File: config.mk
export PLATFORM = sky130hd
export DESIGN_NAME = apb_master_fsm_flat
export DESIGN_NICKNAME = d
export VERILOG_FILES = /design/src/rtl/apb_master_fsm_if.sv /design/src/rtl/apb_master_fsm.sv /design/src/flat_wrapper.sv
export SDC_FILE = /design/constraint.sdc
export NUM_CORES = 1
export LEC_CHECK = 0
export CAP_MARGIN = 15
export CORE_MARGIN = 2
export CORE_UTILIZATION = 47
export DETAILED_ROUTE_END_ITERATION = 6
export MAX_ROUTING_LAYER = met4
export PLACE_DENSITY = 0.83
export SYNTH_ARGS = -nofsm -noshare
export SYNTH_HDL_FRONTEND = slang
export SYNTH_SLANG_ARGS = --single-unit
File: constraint.sdc
create_clock -name hclk -period 13.9 [get_ports hclk]
set_input_delay 2.78 -clock hclk [delete_from_list [all_inputs] [get_ports hclk]]
set_output_delay 2.78 -clock hclk [all_outputs]
set_load 0.05 [all_outputs]
File: src/rtl/apb_master_fsm_if.sv
// APB4 requester/completer signal bundle used by apb_master_fsm.
// Signal names keep the o_/i_ sense of the requester side.
interface apb_master_fsm_if #(
  parameter int AW = 32,
  parameter int DW = 32
);
  logic [AW-1:0] o_paddr;
  logic          o_psel;
  logic          o_penable;
  logic          o_pwrite;
  logic [DW-1:0] o_pwdata;
  logic [3:0]    o_pstrb;
  logic          i_pready;
  logic          i_pslverr;
  logic [DW-1:0] i_prdata;

  modport master (
    output o_paddr, o_psel, o_penable, o_pwrite, o_pwdata, o_pstrb,
    input  i_pready, i_pslverr, i_prdata
  );

  modport slave (
    input  o_paddr, o_psel, o_penable, o_pwrite, o_pwdata, o_pstrb,
    output i_pready, i_pslverr, i_prdata
  );
endinterface

File: src/rtl/apb_master_fsm.sv
// AHB-side to APB4 requester: three-state FSM with one-deep pending slot,
// ACCESS wait timeout and fully registered outputs.
//
// state  | meaning
// IDLE   | no APB cycle; accepts a start or launches a stored pending request
// SETUP  | psel=1, penable=0; address/control presented, wait counter loaded
// ACCESS | psel=1, penable=1; waits for pready or timeout
module apb_master_fsm #(
  parameter int APB_AW  = 32,
  parameter int APB_DW  = 32,
  parameter int TIMEOUT = 16
) (
  input  logic               hclk,
  input  logic               rst,
  input  logic               i_start_transfer,
  input  logic [APB_AW-1:0]  i_haddr,
  input  logic [2:0]         i_hsize,
  input  logic               i_hwrite,
  input  logic [APB_DW-1:0]  i_wdata,
  output logic               o_fifo_rd_en,
  apb_master_fsm_if.master   apb,
  output logic [APB_DW-1:0]  o_rdata,
  output logic               o_rdata_valid,
  output logic               o_transfer_done,
  output logic               o_error,
  output logic               o_overrun,
  output logic               o_busy
);

  typedef enum logic [1:0] {IDLE, SETUP, ACCESS} state_t;

  localparam int CW = (TIMEOUT > 1) ? $clog2(TIMEOUT) : 1;
  localparam logic [CW-1:0] TC_LOAD = (TIMEOUT > 0) ? CW'(TIMEOUT - 1) : '0;

  function automatic logic [3:0] strb_of(input logic [2:0] size, input logic [1:0] a);
    logic [3:0] s;
    s = 4'b0000;
    case (size)
      3'd0:    s = 4'b0001 << a;
      3'd1:    s = 4'b0011 << {a[1], 1'b0};
      3'd2:    s = 4'b1111;
      default: s = 4'b0000;
    endcase
    return s;
  endfunction

  function automatic logic bad_of(input logic [2:0] size, input logic [1:0] a);
    return (size > 3'd2) || (size == 3'd1 && a[0]) || (size == 3'd2 && a != 2'b00);
  endfunction

  state_t state, state_nx;

  logic [CW-1:0]     cnt, cnt_nx;
  logic              pend_vld, pend_vld_nx;
  logic [APB_AW-1:0] pend_addr, pend_addr_nx;
  logic [2:0]        pend_size, pend_size_nx;
  logic              pend_write, pend_write_nx;

  logic [APB_AW-1:0] paddr_q, paddr_nx;
  logic              psel_q, psel_nx;
  logic              penable_q, penable_nx;
  logic              pwrite_q, pwrite_nx;
  logic [APB_DW-1:0] pwdata_q, pwdata_nx;
  logic [3:0]        pstrb_q, pstrb_nx;
  logic              rd_en_q, rd_en_nx;
  logic [APB_DW-1:0] rdata_q, rdata_nx;
  logic              rdv_q, rdv_nx;
  logic              done_q, done_nx;
  logic              err_q, err_nx;
  logic              ovr_q, ovr_nx;
  logic              busy_q, busy_nx;

  logic              complete, tmo, finish;
  logic [APB_AW-1:0] sel_addr;
  logic [2:0]        sel_size;
  logic              sel_write, sel_bad;
  logic              idle_take, take, launch, reject, direct;

  always_ff @(posedge hclk or posedge rst) begin
    if (rst) state <= IDLE;
    else     state <= state_nx;
  end

  always_comb begin
    state_nx      = state;
    cnt_nx        = cnt;
    pend_vld_nx   = pend_vld;
    pend_addr_nx  = pend_addr;
    pend_size_nx  = pend_size;
    pend_write_nx = pend_write;
    paddr_nx      = paddr_q;
    pwrite_nx     = pwrite_q;
    pwdata_nx     = pwdata_q;
    pstrb_nx      = pstrb_q;
    rdata_nx      = rdata_q;

    complete = (state == ACCESS) && apb.i_pready;
    tmo      = (TIMEOUT > 0) && (state == ACCESS) && !apb.i_pready && (cnt == '0);
    finish   = complete || tmo;

    // A stored pending request always has priority over a new start
    sel_addr  = pend_vld ? pend_addr  : i_haddr;
    sel_size  = pend_vld ? pend_size  : i_hsize;
    sel_write = pend_vld ? pend_write : i_hwrite;
    sel_bad   = bad_of(sel_size, sel_addr[1:0]);

    idle_take = (state == IDLE) && (pend_vld || i_start_transfer);
    // An illegal pending request is not chained; it is rejected from IDLE
    // so its error pulse stays separate from the current done pulse.
    take      = idle_take || (finish && pend_vld && !sel_bad);
    launch    = take && !sel_bad;
    reject    = idle_take && sel_bad;
    direct    = (state == IDLE) && !pend_vld && i_start_transfer;

    case (state)
      IDLE:    if (launch) state_nx = SETUP;
      SETUP:   state_nx = ACCESS;
      ACCESS:  if (finish) state_nx = launch ? SETUP : IDLE;
      default: state_nx = IDLE;
    endcase

    if (pend_vld && take) pend_vld_nx = 1'b0;
    ovr_nx = 1'b0;
    if (i_start_transfer && !direct) begin
      if (pend_vld) begin
        ovr_nx = 1'b1;
      end else begin
        pend_vld_nx   = 1'b1;
        pend_addr_nx  = i_haddr;
        pend_size_nx  = i_hsize;
        pend_write_nx = i_hwrite;
      end
    end

    // FIFO head is sampled at the launch edge; the pop follows one cycle later
    rd_en_nx = launch && sel_write;
    if (launch) begin
      paddr_nx  = sel_addr;
      pwrite_nx = sel_write;
      pstrb_nx  = sel_write ? strb_of(sel_size, sel_addr[1:0]) : 4'b0000;
      if (sel_write) pwdata_nx = i_wdata;
    end

    if (state_nx == SETUP)
      cnt_nx = TC_LOAD;
    else if ((state == ACCESS) && !apb.i_pready && (cnt != '0))
      cnt_nx = cnt - 1'b1;

    psel_nx    = (state_nx != IDLE);
    penable_nx = (state_nx == ACCESS);
    done_nx    = finish || reject;
    err_nx     = tmo || (complete && apb.i_pslverr) || reject;
    rdv_nx     = complete && !pwrite_q && !apb.i_pslverr;
    if (rdv_nx) rdata_nx = apb.i_prdata;
    busy_nx    = (state_nx != IDLE) || pend_vld_nx;
  end

  always_ff @(posedge hclk or posedge rst) begin
    if (rst) begin
      cnt        <= '0;
      pend_vld   <= 1'b0;
      pend_addr  <= '0;
      pend_size  <= '0;
      pend_write <= 1'b0;
      paddr_q    <= '0;
      psel_q     <= 1'b0;
      penable_q  <= 1'b0;
      pwrite_q   <= 1'b0;
      pwdata_q   <= '0;
      pstrb_q    <= '0;
      rd_en_q    <= 1'b0;
      rdata_q    <= '0;
      rdv_q      <= 1'b0;
      done_q     <= 1'b0;
      err_q      <= 1'b0;
      ovr_q      <= 1'b0;
      busy_q     <= 1'b0;
    end else begin
      cnt        <= cnt_nx;
      pend_vld   <= pend_vld_nx;
      pend_addr  <= pend_addr_nx;
      pend_size  <= pend_size_nx;
      pend_write <= pend_write_nx;
      paddr_q    <= paddr_nx;
      psel_q     <= psel_nx;
      penable_q  <= penable_nx;
      pwrite_q   <= pwrite_nx;
      pwdata_q   <= pwdata_nx;
      pstrb_q    <= pstrb_nx;
      rd_en_q    <= rd_en_nx;
      rdata_q    <= rdata_nx;
      rdv_q      <= rdv_nx;
      done_q     <= done_nx;
      err_q      <= err_nx;
      ovr_q      <= ovr_nx;
      busy_q     <= busy_nx;
    end
  end

  assign apb.o_paddr   = paddr_q;
  assign apb.o_psel    = psel_q;
  assign apb.o_penable = penable_q;
  assign apb.o_pwrite  = pwrite_q;
  assign apb.o_pwdata  = pwdata_q;
  assign apb.o_pstrb   = pstrb_q;

  assign o_fifo_rd_en    = rd_en_q;
  assign o_rdata         = rdata_q;
  assign o_rdata_valid   = rdv_q;
  assign o_transfer_done = done_q;
  assign o_error         = err_q;
  assign o_overrun       = ovr_q;
  assign o_busy          = busy_q;

endmodule

File: src/flat_wrapper.sv
// flat-port wrapper written by rule: the top's interface ports become plain ports
module apb_master_fsm_flat 
#(
  parameter int APB_AW  = 32,
  parameter int APB_DW  = 32,
  parameter int TIMEOUT = 16
)
  (hclk, rst, i_start_transfer, i_haddr, i_hsize, i_hwrite, i_wdata, o_fifo_rd_en, o_rdata, o_rdata_valid, o_transfer_done, o_error, o_overrun, o_busy, apb_o_paddr, apb_o_psel, apb_o_penable, apb_o_pwrite, apb_o_pwdata, apb_o_pstrb, apb_i_pready, apb_i_pslverr, apb_i_prdata);
  apb_master_fsm_if #(.AW(32), .DW(32)) apb_i ();
  input  logic hclk;
  input  logic rst;
  input  logic i_start_transfer;
  input  logic [APB_AW-1:0] i_haddr;
  input  logic [2:0] i_hsize;
  input  logic i_hwrite;
  input  logic [APB_DW-1:0] i_wdata;
  output logic o_fifo_rd_en;
  output logic [APB_DW-1:0] o_rdata;
  output logic o_rdata_valid;
  output logic o_transfer_done;
  output logic o_error;
  output logic o_overrun;
  output logic o_busy;
  output wire logic [$bits(apb_i.o_paddr)-1:0] apb_o_paddr;
  output wire logic [$bits(apb_i.o_psel)-1:0] apb_o_psel;
  output wire logic [$bits(apb_i.o_penable)-1:0] apb_o_penable;
  output wire logic [$bits(apb_i.o_pwrite)-1:0] apb_o_pwrite;
  output wire logic [$bits(apb_i.o_pwdata)-1:0] apb_o_pwdata;
  output wire logic [$bits(apb_i.o_pstrb)-1:0] apb_o_pstrb;
  input wire logic [$bits(apb_i.i_pready)-1:0] apb_i_pready;
  input wire logic [$bits(apb_i.i_pslverr)-1:0] apb_i_pslverr;
  input wire logic [$bits(apb_i.i_prdata)-1:0] apb_i_prdata;
  assign apb_o_paddr = apb_i.o_paddr;
  assign apb_o_psel = apb_i.o_psel;
  assign apb_o_penable = apb_i.o_penable;
  assign apb_o_pwrite = apb_i.o_pwrite;
  assign apb_o_pwdata = apb_i.o_pwdata;
  assign apb_o_pstrb = apb_i.o_pstrb;
  assign apb_i.i_pready = apb_i_pready;
  assign apb_i.i_pslverr = apb_i_pslverr;
  assign apb_i.i_prdata = apb_i_prdata;
  apb_master_fsm #(.APB_AW(APB_AW), .APB_DW(APB_DW), .TIMEOUT(TIMEOUT)) u_core (.hclk(hclk), .rst(rst), .i_start_transfer(i_start_transfer), .i_haddr(i_haddr), .i_hsize(i_hsize), .i_hwrite(i_hwrite), .i_wdata(i_wdata), .o_fifo_rd_en(o_fifo_rd_en), .apb(apb_i), .o_rdata(o_rdata), .o_rdata_valid(o_rdata_valid), .o_transfer_done(o_transfer_done), .o_error(o_error), .o_overrun(o_overrun), .o_busy(o_busy));
endmodule
; ---- Word-level counts from Yosys, hierarchy flattened
; Index checks and enable logic that the tools add are counted.
[word_totals]
input_bits = 105
regBits = 152
[classes]
add_sub_neg = 1
n_mux = 16
n_lt_le_gt_ge = 1
n_reduce_logical = 42
shift = 2
n_eq_ne = 6
[op_table]
columns = op, n
row1 = 2-to-1 mux 32 bit, 1
row2 = logical AND 1 bit, 19
row3 = 2-to-1 mux 4 bit, 3
row4 = one-hot mux 4 bit (3 select lines), 1
row5 = logical OR 1 bit, 9
row6 = 2-to-1 mux 1 bit, 7
row7 = zero test 1 bit, 6
row8 = one-hot mux 2 bit (3 select lines), 1
row9 = nonzero test 2 bit, 3
row10 = "== test 2 x 1 -> 1 bit, second input constant", 2
row11 = "== test 2 bit, second input constant", 2
row12 = zero test 4 bit, 1
row13 = 2-to-1 mux 2 bit, 2
row14 = nonzero test 4 bit, 1
row15 = "<< shifter 1 x 2 -> 4 bit, first input constant", 1
row16 = "<< shifter 2 x 2 -> 4 bit, first input constant", 1
row17 = "subtractor 4 x 1 -> 4 bit, second input constant", 1
row18 = "== test 3 x 1 -> 1 bit, second input constant", 1
row19 = "== test 3 x 2 -> 1 bit, second input constant", 1
row20 = "> comparator 3 x 2 -> 1 bit, second input constant", 1
row21 = zero test 3 bit, 1
row22 = 2-to-1 mux 3 bit, 1
row23 = zero test 2 bit, 1
row24 = AND reduction 2 bit, 1

; ---- Logic depth before layout (Yosys ltp)
; Gate-level depths: netlist of run 1.
[logic_depth]
depth_word = 14
mapped_depth = 9
ltp_nobuf = 8

; ---- Least setup slack after synthesis of run 1
; Ideal clock, no wire load.
[synth_path]
path_type = input port to flip-flop
from = input port i_haddr[0]
to = register u_core.pwdata_q[10] (netlist: u_core.apb.o_pwdata[10])
path_slack_ps = 9654
cell_stages = 7
t_arrival_ps = 4119
cell_sequence = mux2i_2 > a21oi_2 > o21ai_4 > and3_1 > buf_4 > buf_6 > mux2_1
[synth_via]
elab_chain_cells = 9
word_cells_on_any_way = 11
classes_between = mux: 1 / reduce/logical: 10
[synth_rtl]
columns = item, line
row1 = "start, declared", flat_wrapper.sv:13  ; input logic [APB_AW-1:0] i_haddr;
row2 = 2-to-1 mux 32 bit *, --
row3 = nonzero test 2 bit or logical AND 1 bit (tied branches), apb_master_fsm.sv:48  ; return (size > 3'd2) || (size == 3'd1 && a[0]) || (size == 3'd2 && a != 2'b00);
row4 = logical AND 1 bit or logical OR 1 bit (tied branches), apb_master_fsm.sv:48
row5 = logical OR 1 bit *, apb_master_fsm.sv:48
row6 = zero test 1 bit *, "apb_master_fsm.sv:110, apb_master_fsm.sv:111"
row7 = logical AND 1 bit, apb_master_fsm.sv:110  ; take = idle_take || (finish && pend_vld && !sel_bad);
row8 = logical OR 1 bit, apb_master_fsm.sv:110
row9 = logical AND 1 bit *, apb_master_fsm.sv:111  ; launch = take && !sel_bad;
row10 = AND reduction 2 bit (no source line) *, --
row11 = "end signal, assigned", apb_master_fsm.sv:188  ; pwdata_q <= pwdata_nx;
row12 = "end, declared", apb_master_fsm.sv:63  ; logic [APB_DW-1:0] pwdata_q, pwdata_nx;
; Every way passes the cells marked *; elsewhere a longest branch is shown, timed or not.
; A chain may end at the register's enable or synchronous reset.

; ---- Worst setup path in the final report of run 1
[layout_path]
from = input port i_hsize[2]
to = register u_core.pstrb_q[0] (netlist: u_core.apb.o_pstrb[0])
[layout_via]
elab_chain_cells = 9
word_cells_on_any_way = 15
classes_between = order compare: 1 / eq/ne: 2 / mux: 3 / reduce/logical: 9
[layout_rtl]
columns = item, line
row1 = "start, declared", flat_wrapper.sv:14  ; input logic [2:0] i_hsize;
row2 = 2-to-1 mux 3 bit *, --
row3 = branches (longest 8 deep; another with > comparator 3 x 2 -> 1 bit), --
row4 = "end signal, assigned", apb_master_fsm.sv:189  ; pstrb_q <= pstrb_nx;
row5 = "end, declared", apb_master_fsm.sv:64  ; logic [3:0] pstrb_q, pstrb_nx;
; Every way passes the cells marked *.

==> summary.txt, run 1 <==
post_cts resized -> 0
setup TNS -> 0 ns
mux contribution to synthesized area -> 24.35%
Pint -> 0.001463 W
Clock Power Share -> 17.8%
vias -> 4399
WP data required -> 14.20 ns
Tmin final -> 5.472 ns
max_slew headroom -> 34.89%
Detailed Routing Iterations Pass 1 -> 4
Clock Skew -> 0.01512 ns
Sw Share -> 44.37%
Max VDD drop -> 181.0 uV
placed cell areas -> 8457 um^2
Avg WL per Cell -> 17.91 um
Layout area overhead -> 46.66%
layout net count -> 770
fillers -> 893
R2R setup slack -> 10.14 ns
effective utilization at floorplan -> 48.62%
gr usage total -> 23.05%
CTS tree -> yes
number of enable flip-flop cells after synthesis -> 0
Synth Area in Adders -> 0.4045%
critical path launch point type -> primary input
max incr delay on CP -> 0.77 ns
I/O pin count -> 214
unrepaired setup endpoints after global routing -> no
Synth Warn # -> 0
Max Cap Viol -> 0
Clock Path Buffers -> 2
final instance area -> 9072 um^2
Crit Path Category -> in2reg
syn_nets -> 557
mapped cell area -> 6186 um^2
net switching power -> 0.001167 W
layout cells sized above 1 -> 18.49%
final std cells w/o fill -> 849
H-tree depth -> 4
detailed placement HPWL -> 10370 um
Post-synth ARST share -> 100.0%
Setup-failing EPs final -> 0
total routed wirelength -> 15200 um
Synth cell types -> 35
cells along the critical path -> clkdlybuf4s50_1 -> nor3_1 -> nor2_1 -> o21ai_4 -> nand2_1 -> inv_2 -> mux2_2
first-pass GRT wire length -> 24580 um
Via density -> 5.181
Root Buffer -> clkbuf_16
setup slack after layout -> 8.428 ns
Avg Cell Area, Syn -> 13.75 um^2
FF+latch count, synth -> 152
storage element area -> 3805 um^2
area occupied by multi-input gates -> 2232 um^2
Setup WS pre-CTS -> 8.011 ns
cts hold-fix bufs -> 0
crit path buf inv count -> 2
num rows -> 41
clock latency on the worst-skew pair -> 0.42 ns
complex-gate fraction of the synthesized area -> 7.909%
Clock transition at path regs -> 0.06 ns
Chip Height -> 118.7 um
RePlAce Congestion -> 0.8263
largest net degree at the start of global routing -> 97
Final Hold Viols -> 0
Pwr Density -> 289.9 nW/um^2
Placeable Area -> 12720 um^2
Max Slew Vio Count -> 0
worst min-delay path category -> reg2reg
status -> finished clean
fmax -> 0.1828 GHz
Final ANT Viol Nets -> 0
DIE AREA -> 14100 um^2
Slew @ Worst Pin -> 0.9744 ns
Comb power frac -> 52.5%
initial DRC count -> 252
leakage power -> 3.775 nW
Synth Area in Simple Gates -> 2.731%
initial antenna violation count -> 1
IO buf count -> 213
critical-path maximum fanout -> 37
number of global-route vias before repair -> 4717
XOR/XNOR Fraction of Synth Area -> 0.4248%
post-CTS setup buffer count -> 0
placed cells -> 816
TritonCTS Buffers -> 17
CP Data Arrival Time -> 5.77 ns
endpoint class of the critical path -> flop
Post-synth top flop -> dfrtp_1
slowest library cell on the worst path -> o21ai_4
# DRC -> 0
Die Width -> 118.7 um
period utilization -> 39.37%
Top delay family on crit path -> buffers and inverters
main combinational cell family by area after synthesis -> multiplexers
sequential power share -> 29.7%
Syn Inst Count -> 450
register area share after synthesis -> 61.49%
Power, Total -> 0.002630 W
grt total ovfl -> 0
CTS Sinks -> 152
-- synth_stat cells, types with 4 or more instances --
cell | n | area share (%)
mux2_2 | 74 | 13
clkbuf_1 | 7 | 0.42
o21ai_0 | 11 | 0.89
dfrtp_1 | 152 | 61
mux2_1 | 28 | 5.1
nor2_1 | 8 | 0.49
nor3_1 | 4 | 0.32
inv_1 | 7 | 0.42
nand2_1 | 15 | 0.91
buf_2 | 10 | 0.81
mux2i_1 | 33 | 5.3
buf_6 | 4 | 0.73
a21oi_1 | 67 | 5.4
-- per-layer routing --
metal | global-route usage (%) | vias to the layer above | share of wire [%]
met4 | 9.375 | 0 | 1.9
met2 | 37.43 | 170 | 50
met5 | - | - | 0
met1 | 26.28 | 2183 | 41
li1 | - | 2023 | -
met3 | 7.722 | 23 | 7.3
-- placed cells by master, fill, tap and decap left out, types with 3 or more instances in the layout --
cell type,n
inv_1,6
a21oi_1,66
nor2_1,7
clkbuf_8,7
nand2_1,15
dfrtp_1,151
nor3_1,3
clkdlybuf4s50_1,213
clkbuf_16,17
buf_4,5
mux2_2,74
clkinv_2,4
mux2i_1,33
o21ai_0,11
mux2_1,28
-- power groups by stage --
stage | Combinational (W) | Clock, W | Sequential (W)
after global placement | 0.00136 | 0 | 0.000774
after detailed placement | 0.00139 | 0 | 0.000786
after CTS | 0.00139 | 0.000479 | 0.000783
after global routing | 0.00145 | 0.000498 | 0.000808
final | 0.00138 | 0.000469 | 0.000782
after floorplan | 0.000415 | 0 | 0.00130
-- worst register-to-register path, cell delays in order, from the launching register on --
cell and delay, ns:
dfrtp_2 0.34, buf_4 0.60, mux2i_1 0.46, a21oi_2 0.13, o21ai_4 0.74, nand2_1 0.36
inv_2 0.60, mux2_2 0.41
-- logic make-up (layout without fill, tap and decap cells) --
family | count (synthesis) | in the layout
AOI/OAI and AO/OA | 87 | 87
xor gates and xnor gates | 3 | 3
adders and majority gates | 2 | 2
buffers and inverters | 32 | 258
DFF | 152 | 152
muxes | 137 | 137
other | 0 | 1
and+or+nand+nor | 37 | 37
-- cell type report --
class                           count  area share [%]
Tap cell                          172           2.372
Timing Repair Buffer              218           23.91
Clock inverter                      7          0.9654
Antenna cell                        1         0.02758
Multi-Input combinational cell    266           24.60
Clock buffer                       25           5.792
Inverter                            8          0.3862
Sequential cell                   152           41.94
-- worst paths after layout --
check                                       start                endpoint  cells past startpoint
max                                    i_hsize[2]   u_core.apb.o_pstrb[0]                      7
min                        u_core.apb.o_pwdata[7]  u_core.apb.o_pwdata[7]                      1
max reg2reg                       u_core.pend_vld   u_core.apb.o_pstrb[0]                      7
min reg2reg                u_core.apb.o_pwdata[7]  u_core.apb.o_pwdata[7]                      1
max in group asynchronous                     rst    u_core.pend_addr[23]                      3
min in group asynchronous                     rst      u_core.o_rdata[10]                      2
-- through the flow --
step | utilization, % | hold slack (ns)
2_1_floorplan | - | 0.4648
3_3_place_gp | 66.47 | 0.4675
3_5_place_dp | 66.47 | 0.4747
4_1_cts | 71.29 | 0.4875
5_1_grt | 71.31 | 0.5120
6_report | 71.31 | 0.4863
-- flip-flops by register name (all words and copies together) (netlist names), 2 cells and up --
| signal | flops |
|---|---|
| u_core.o_rdata | 32 |
| u_core.cnt | 4 |
| u_core.state | 2 |
| u_core.apb.o_pstrb | 4 |
| u_core.pend_size | 3 |
| u_core.apb.o_pwdata | 32 |
| u_core.pend_addr | 32 |
| u_core.apb.o_paddr | 32 |
No activity file was read; power rests on OpenSTA's default activity.
==> run 2: changes to the inputs <==
--- a/config.mk
+++ b/config.mk
@@ -7,10 +7,10 @@
 export LEC_CHECK = 0
 export CAP_MARGIN = 15
 export CORE_MARGIN = 2
-export CORE_UTILIZATION = 47
+export CORE_UTILIZATION = 41
 export DETAILED_ROUTE_END_ITERATION = 6
 export MAX_ROUTING_LAYER = met4
-export PLACE_DENSITY = 0.83
+export PLACE_DENSITY = 0.76
 export SYNTH_ARGS = -nofsm -noshare
 export SYNTH_HDL_FRONTEND = slang
 export SYNTH_SLANG_ARGS = --single-unit
==> constraint.sdc (replaced) <==
create_clock -name hclk -period 4.7 [get_ports hclk]
set_input_delay 0.94 -clock hclk [delete_from_list [all_inputs] [get_ports hclk]]
set_output_delay 0.94 -clock hclk [all_outputs]
set_load 0.05 [all_outputs]
==> summary.txt, run 2 (synthesis results as in run 1) <==
setup TNS -> 0 ns (unchanged)
critical path launch point type -> primary input (unchanged)
slowest library cell on the worst path -> clkdlybuf4s50_1 (was o21ai_4)
number of global-route vias before repair -> 4713 (was 4717)
Worst setup startpoint -> i_hsize[1] (was i_hsize[2])
status -> finished clean (unchanged)
vias -> 4369 (was 4399)
CTS Sinks -> 152 (unchanged)
num rows -> 44 (was 41)
Die Width -> 126.8 um (was 118.7 um)
Setup-failing EPs final -> 0 (unchanged)
sequential power share -> 29.6% (was 29.7%)
leakage power -> 3.814 nW (was 3.775 nW)
IO buf count -> 213 (unchanged)
post_cts resized -> 0 (unchanged)
Placeable Area -> 14640 um^2 (was 12720 um^2)
initial antenna violation count -> 0 (was 1)
Max VDD drop -> 432.8 uV (was 181.0 uV)
critical-path maximum fanout -> 34 (was 37)
fmax -> 0.3100 GHz
unrepaired setup endpoints after global routing -> no (unchanged)
Power, Total -> 0.007874 W (was 0.002630 W)
R2R setup slack -> 1.54 ns (was 10.14 ns)
grt total ovfl -> 0 (unchanged)
R2R cell count -> 7 (unchanged)
Layout area overhead -> 48.46% (was 46.66%)
layout cells sized above 1 -> 19.00% (was 18.49%)
diode count -> 0 (was 1)
Tmin final -> 3.226 ns
Clock Skew -> 0.006337 ns (was 0.01512 ns)
initial DRC count -> 180 (was 252)
worst min-delay path category -> reg2reg (unchanged)
max_slew headroom -> 34.03% (was 34.89%)
WP data required -> 4.99 ns (was 14.20 ns)
most frequent CP cell -> buf_4
net switching power -> 0.003454 W (was 0.001167 W)
CP Data Arrival Time -> 3.52 ns (was 5.77 ns)
Crit Path Category -> in2reg (unchanged)
Clock Power Share -> 18.8% (was 17.8%)
DIE AREA -> 16090 um^2 (was 14100 um^2)
first-pass GRT wire length -> 24020 um (was 24580 um)
TritonCTS Buffers -> 17 (unchanged)
Clock transition at path regs -> 0.06 ns (about the same)
Max Slew Vio Count -> 0 (unchanged)
I/O pin count -> 214 (unchanged)
final std cells w/o fill -> 863 (was 849)
effective utilization at floorplan -> 42.24% (was 48.62%)
most frequent cells in the layout -> clkdlybuf4s50_1, dfrtp_1, mux2_2 (unchanged)
Comb power frac -> 51.6% (was 52.5%)
period utilization -> 68.64%
Max Cap Viol -> 0 (unchanged)
cells along the critical path -> clkdlybuf4s50_1 -> mux2i_2 -> a21oi_2 -> o21ai_4 -> buf_4 -> and3_1 -> buf_4 -> mux2_2 (was clkdlybuf4s50_1 -> nor3_1 -> nor2_1 -> o21ai_4 -> nand2_1 -> inv_2 -> mux2_2)
Clock Path Buffers -> 2 (unchanged)
max incr delay on CP -> 0.44 ns (was 0.77 ns)
crit path capture -> u_core.apb.o_pwdata[27] (was u_core.apb.o_pstrb[0])
Pint -> 0.004420 W (was 0.001463 W)
Pwr Density -> 857.4 nW/um^2 (was 289.9 nW/um^2)
Sw Share -> 43.87% (was 44.37%)
cts hold-fix bufs -> 0 (unchanged)
layout net count -> 773 (was 770)
endpoint class of the critical path -> flop (unchanged)
placed cells -> 830 (was 816)
Chip Height -> 126.8 um (was 118.7 um)
H-tree depth -> 4 (unchanged)
Via density -> 5.063 (was 5.181)
total routed wirelength -> 14760 um (was 15200 um)
clock latency on the worst-skew pair -> 0.41 ns (was 0.42 ns)
Root Buffer -> clkbuf_16 (unchanged)
Final ANT Viol Nets -> 0 (unchanged)
Final Hold Viols -> 0 (unchanged)
CTS tree -> yes (unchanged)
gr usage total -> 19.48% (was 23.05%)
# DRC -> 0 (unchanged)
largest net degree at the start of global routing -> 71 (was 97)
RePlAce Congestion -> 0.8132 (was 0.8263)
Detailed Routing Iterations Pass 1 -> 6 (was 4)
detailed placement HPWL -> 10350 um (was 10370 um)
Slew @ Worst Pin -> 0.9872 ns (was 0.9744 ns)
worst flop-to-flop path startpoint -> u_core.pend_vld (unchanged)
FF-to-FF End -> u_core.apb.o_pwdata[27] (was u_core.apb.o_pstrb[0])
commonest non-fill, non-tap cell in the layout -> clkdlybuf4s50_1 (unchanged)
Avg WL per Cell -> 17.10 um (was 17.91 um)
post-CTS setup buffer count -> 0 (unchanged)
==> run 2: changes by cell type in the layout (fill, tap and decap cells not counted), sizes merged <==
cell and change:
buf +3, bufinv +2, clkbuf -3, clkinvlp +1
diode -1
==> run 2: cell type report <==
type                            instances  area (um^2)
Fill cell                            1111         5460
Inverter                                8        33.78
Sequential cell                       152         3805
Multi-Input combinational cell        266         2240
Clock inverter                         10        163.9
Timing Repair Buffer                  221         2217
Clock buffer                           22        494.2
Tap cell                              184        230.2
==> run 2: critical path, delay by kind of cell <==
| kind | cells | cell delay, ns |
|---|---|---|
| simple gates | 1 | 0.21 |
| compound gates | 2 | 0.43 |
| buf+inv | 3 | 1.17 |
| mux | 2 | 0.73 |
==> run 2: worst min path at each step <==
stage | start | to | slack, ns | cells past startpoint
floorplan | u_core.pend_addr[1] | u_core.pend_addr[1] | 0.46 | 2
global placement | u_core.apb.o_pwdata[12] | u_core.apb.o_pwdata[12] | 0.47 | 1
global route | u_core.apb.o_pwdata[12] | u_core.apb.o_pwdata[12] | 0.50 | 1
finish | u_core.apb.o_pwdata[12] | u_core.apb.o_pwdata[12] | 0.49 | 1
CTS | u_core.apb.o_pwdata[12] | u_core.apb.o_pwdata[12] | 0.49 | 1
detailed placement | u_core.apb.o_pwdata[12] | u_core.apb.o_pwdata[12] | 0.48 | 1
==> run 2: routing by layer <==
metal,track usage [%],part of all wire (%),up-vias
li1,-,-,2028
met1,23.13,41,2133
met2,31.59,49,179
met5,-,0,-
met4,6.076,1.6,0
met3,6.537,8.2,29
==> run 2: power by group through the flow <==
stage,clock (W),sequential [W],combinational (W)
after floorplan,0,0.00383,0.00123
after global placement,0,0.00232,0.00401
after detailed placement,0,0.00235,0.00408
after CTS,0.00152,0.00234,0.00409
after global routing,0.00158,0.00241,0.00427
final,0.00148,0.00233,0.00406
==> run 2: through the flow <==
stage / area, um^2 / hold slack (ns) / utilization, % / worst slack [ns]
finish: 9184 / 0.4866 / 62.71 / 1.474
global route: 9184 / 0.4969 / 62.71 / 1.366
CTS: 9164 / 0.4921 / 62.58 / 1.491
detailed placement: 8506 / 0.4782 / 58.08 / 1.084
global placement: 8506 / 0.4686 / 58.08 / 1.176
floorplan: 6190 / 0.4648 / - / 1.843
==> run 3: changes to the inputs <==
--- a/config.mk
+++ b/config.mk
@@ -7,10 +7,10 @@
 export LEC_CHECK = 0
 export CAP_MARGIN = 15
 export CORE_MARGIN = 2
-export CORE_UTILIZATION = 41
+export CORE_UTILIZATION = 45
 export DETAILED_ROUTE_END_ITERATION = 6
 export MAX_ROUTING_LAYER = met4
-export PLACE_DENSITY = 0.76
+export PLACE_DENSITY = 0.8
 export SYNTH_ARGS = -nofsm -noshare
 export SYNTH_HDL_FRONTEND = slang
 export SYNTH_SLANG_ARGS = --single-unit
==> constraint.sdc (replaced) <==
create_clock -name hclk -period 3 [get_ports hclk]
set_input_delay 0.6 -clock hclk [delete_from_list [all_inputs] [get_ports hclk]]
set_output_delay 0.6 -clock hclk [all_outputs]
set_load 0.05 [all_outputs]
==> summary.txt, run 3 (synthesis results as in run 1) <==
Clock Path Buffers -> 2 (unchanged)
Layout area overhead -> 47.80% (was 48.46%)
max incr delay on CP -> 0.41 ns (was 0.44 ns)
Crit Path Category -> reg2reg (was in2reg)
Top delay family on crit path -> simple AND/OR/NAND/NOR gates (was buffers and inverters)
hold_ws -> 0.4838 ns (was 0.4866 ns)
endpoint class of the critical path -> flop (unchanged)
Final Hold Viols -> 0 (unchanged)
Die Width -> 121.2 um (was 126.8 um)
Min-Delay Endpoint -> u_core.apb.o_pwdata[22] (was u_core.apb.o_pwdata[12])
diode count -> 0 (unchanged)
commonest non-fill, non-tap cell in the layout -> clkdlybuf4s50_1 (unchanged)
FF-to-FF End -> u_core.apb.o_pstrb[2] (was u_core.apb.o_pwdata[27])
storage element area -> 3805 um^2 (unchanged)
R2R setup slack -> 0.45 ns (was 1.54 ns)
Max VDD drop -> 725.8 uV (was 432.8 uV)
layout cells sized above 1 -> 19.09% (was 19.00%)
critical-path maximum fanout -> 16 (was 34)
period utilization -> 84.91%
grt total ovfl -> 0 (unchanged)
H-tree depth -> 4 (unchanged)
gr usage total -> 21.69% (was 19.48%)
effective utilization at floorplan -> 46.34% (was 42.24%)
layout net count -> 776 (was 773)
initial antenna violation count -> 0 (unchanged)
crit path buf inv count -> 2 (was 3)
Chip Height -> 121.2 um (was 126.8 um)
DIE AREA -> 14700 um^2 (was 16090 um^2)
cts hold-fix bufs -> 0 (unchanged)
vias -> 4446 (was 4369)
clock latency on the worst-skew pair -> 0.41 ns (about the same)
detailed placement HPWL -> 10790 um (was 10350 um)
total routed wirelength -> 15150 um (was 14760 um)
post-CTS setup buffer count -> 0 (unchanged)
IO buf count -> 213 (unchanged)
WP data required -> 3.29 ns (was 4.99 ns)
Clock transition at path regs -> 0.06 ns (about the same)
Tmin final -> 2.547 ns
CP Data Arrival Time -> 2.84 ns (was 3.52 ns)
initial DRC count -> 186 (was 180)
unrepaired setup endpoints after global routing -> no (unchanged)
status -> finished clean (unchanged)
Setup-failing EPs final -> 0 (unchanged)
leakage power -> 3.807 nW (was 3.814 nW)
CTS Sinks -> 152 (unchanged)
Root Buffer -> clkbuf_16 (unchanged)
Avg WL per Cell -> 17.67 um (was 17.10 um)
first-pass GRT wire length -> 23890 um (was 24020 um)
post_cts resized -> 0 (unchanged)
area occupied by multi-input gates -> 2240 um^2 (unchanged)
Pwr Density -> 1334 nW/um^2 (was 857.4 nW/um^2)
Clock Skew -> 0.01261 ns (was 0.006337 ns)
cells along the critical path -> inv_1 -> ha_1 -> nor3b_1 -> o21ai_0 -> a21oi_4 -> nand2_1 -> inv_2 -> mux2_2 (was clkdlybuf4s50_1 -> mux2i_2 -> a21oi_2 -> o21ai_4 -> buf_4 -> and3_1 -> buf_4 -> mux2_2)
R2R cell count -> 8 (was 7)
worst min-delay path category -> reg2reg (unchanged)
worst flop-to-flop path startpoint -> u_core.cnt[0] (was u_core.pend_vld)
TritonCTS Buffers -> 17 (unchanged)
num rows -> 42 (was 44)
largest net degree at the start of global routing -> 74 (was 71)
Detailed Routing Iterations Pass 1 -> 4 (was 6)
CTS tree -> yes (unchanged)
RePlAce Congestion -> 0.7658 (was 0.8132)
most frequent cells in the layout -> clkdlybuf4s50_1, dfrtp_1, mux2_2 (unchanged)
I/O pin count -> 214 (unchanged)
Placeable Area -> 13350 um^2 (was 14640 um^2)
fmax -> 0.3926 GHz
critical path launch point type -> flop (was primary input)
fillers -> 955 (was 1111)
Slew @ Worst Pin -> 0.6596 ns (was 0.9872 ns)
number of global-route vias before repair -> 4681 (was 4713)
Via density -> 5.188 (was 5.063)
HP Start -> u_core.apb.o_pwdata[22] (was u_core.apb.o_pwdata[12])
Final ANT Viol Nets -> 0 (unchanged)
# DRC -> 0 (unchanged)
Max Cap Viol -> 0 (unchanged)
max_slew headroom -> 55.69% (was 34.03%)
Max Slew Vio Count -> 0 (unchanged)
worst hold stages -> 1 (unchanged)
slowest library cell on the worst path -> dfrtp_1 (was clkdlybuf4s50_1)
setup TNS -> 0 ns (unchanged)
run 3: cell types whose count changed in the layout (fill, tap and decap cells not counted), sizes merged:
| cell | delta |
|---|---|
| inv | -1 |
| bufinv | -2 |
| clkbuf | +1 |
| clkinv | +2 |
| buf | +3 |
| clkinvlp | -1 |
run 3: per-layer routing:
| metal | share of wire (%) | wire [um] | GRT usage, % | vias up |
|---|---|---|---|---|
| met3 | 7.2 | 1092 | 5.216 | 18 |
| li1 | - | - | - | 2037 |
| met5 | 0 | 0 | - | - |
| met1 | 42 | 6381 | 26.54 | 2207 |
| met4 | 1.6 | 238 | 7.759 | 0 |
| met2 | 49 | 7435 | 35.39 | 184 |
run 3: worst max path at each step:
| stage | from | to | slack, ns | depth (start not counted) |
|---|---|---|---|---|
| after floorplan | rst | u_core.apb.o_paddr[0] | 0.48 | 1 |
| after global placement | i_start_transfer | u_core.apb.o_pstrb[1] | 0.40 | 6 |
| after detailed placement | i_start_transfer | u_core.apb.o_pstrb[2] | 0.31 | 6 |
| after CTS | u_core.cnt[0] | u_core.apb.o_pstrb[2] | 0.47 | 8 |
| after global routing | u_core.cnt[0] | u_core.apb.o_paddr[24] | 0.27 | 9 |
| final | u_core.cnt[0] | u_core.apb.o_pstrb[2] | 0.45 | 8 |
run 3: through the flow:
step | util (%) | setup slack [ns] | area, um^2 | cells | total power, W
final | 68.49 | 0.4527 | 9143 | 857 | 0.01220
after global routing | 68.49 | 0.2701 | 9143 | 857 | 0.01279
after CTS | 68.49 | 0.4719 | 9143 | 857 | 0.01229
after detailed placement | 64.06 | 0.3072 | 8551 | 826 | 0.01014
after global placement | 64.06 | 0.4018 | 8551 | 826 | 0.009962
after floorplan | - | 0.4831 | 6190 | 450 | 0.007929
run 3: layout make-up:
class	count	area share, %
Sequential cell	152	41.62
Timing Repair Buffer	224	24.63
Multi-Input combinational cell	266	24.50
Tap cell	176	2.409
Clock inverter	8	1.026
Inverter	8	0.3695
Clock buffer	23	5.447
run 3: worst register-to-register path: stages, from the launching register on:
cell and delay [ns]:
dfrtp_1 0.41, inv_1 0.10, ha_1 0.14, nor3b_1 0.33, o21ai_0 0.22, a21oi_4 0.29
nand2_1 0.25, inv_2 0.31, mux2_2 0.39
run 3: report_power, final:
group	leakage (nW)	switching, W	internal [W]
logic	1.71	0.00403	0.00241
clock network	0.299	0.000785	0.00133
registers	1.80	0.000596	0.00306
total	3.81	0.00541	0.00679
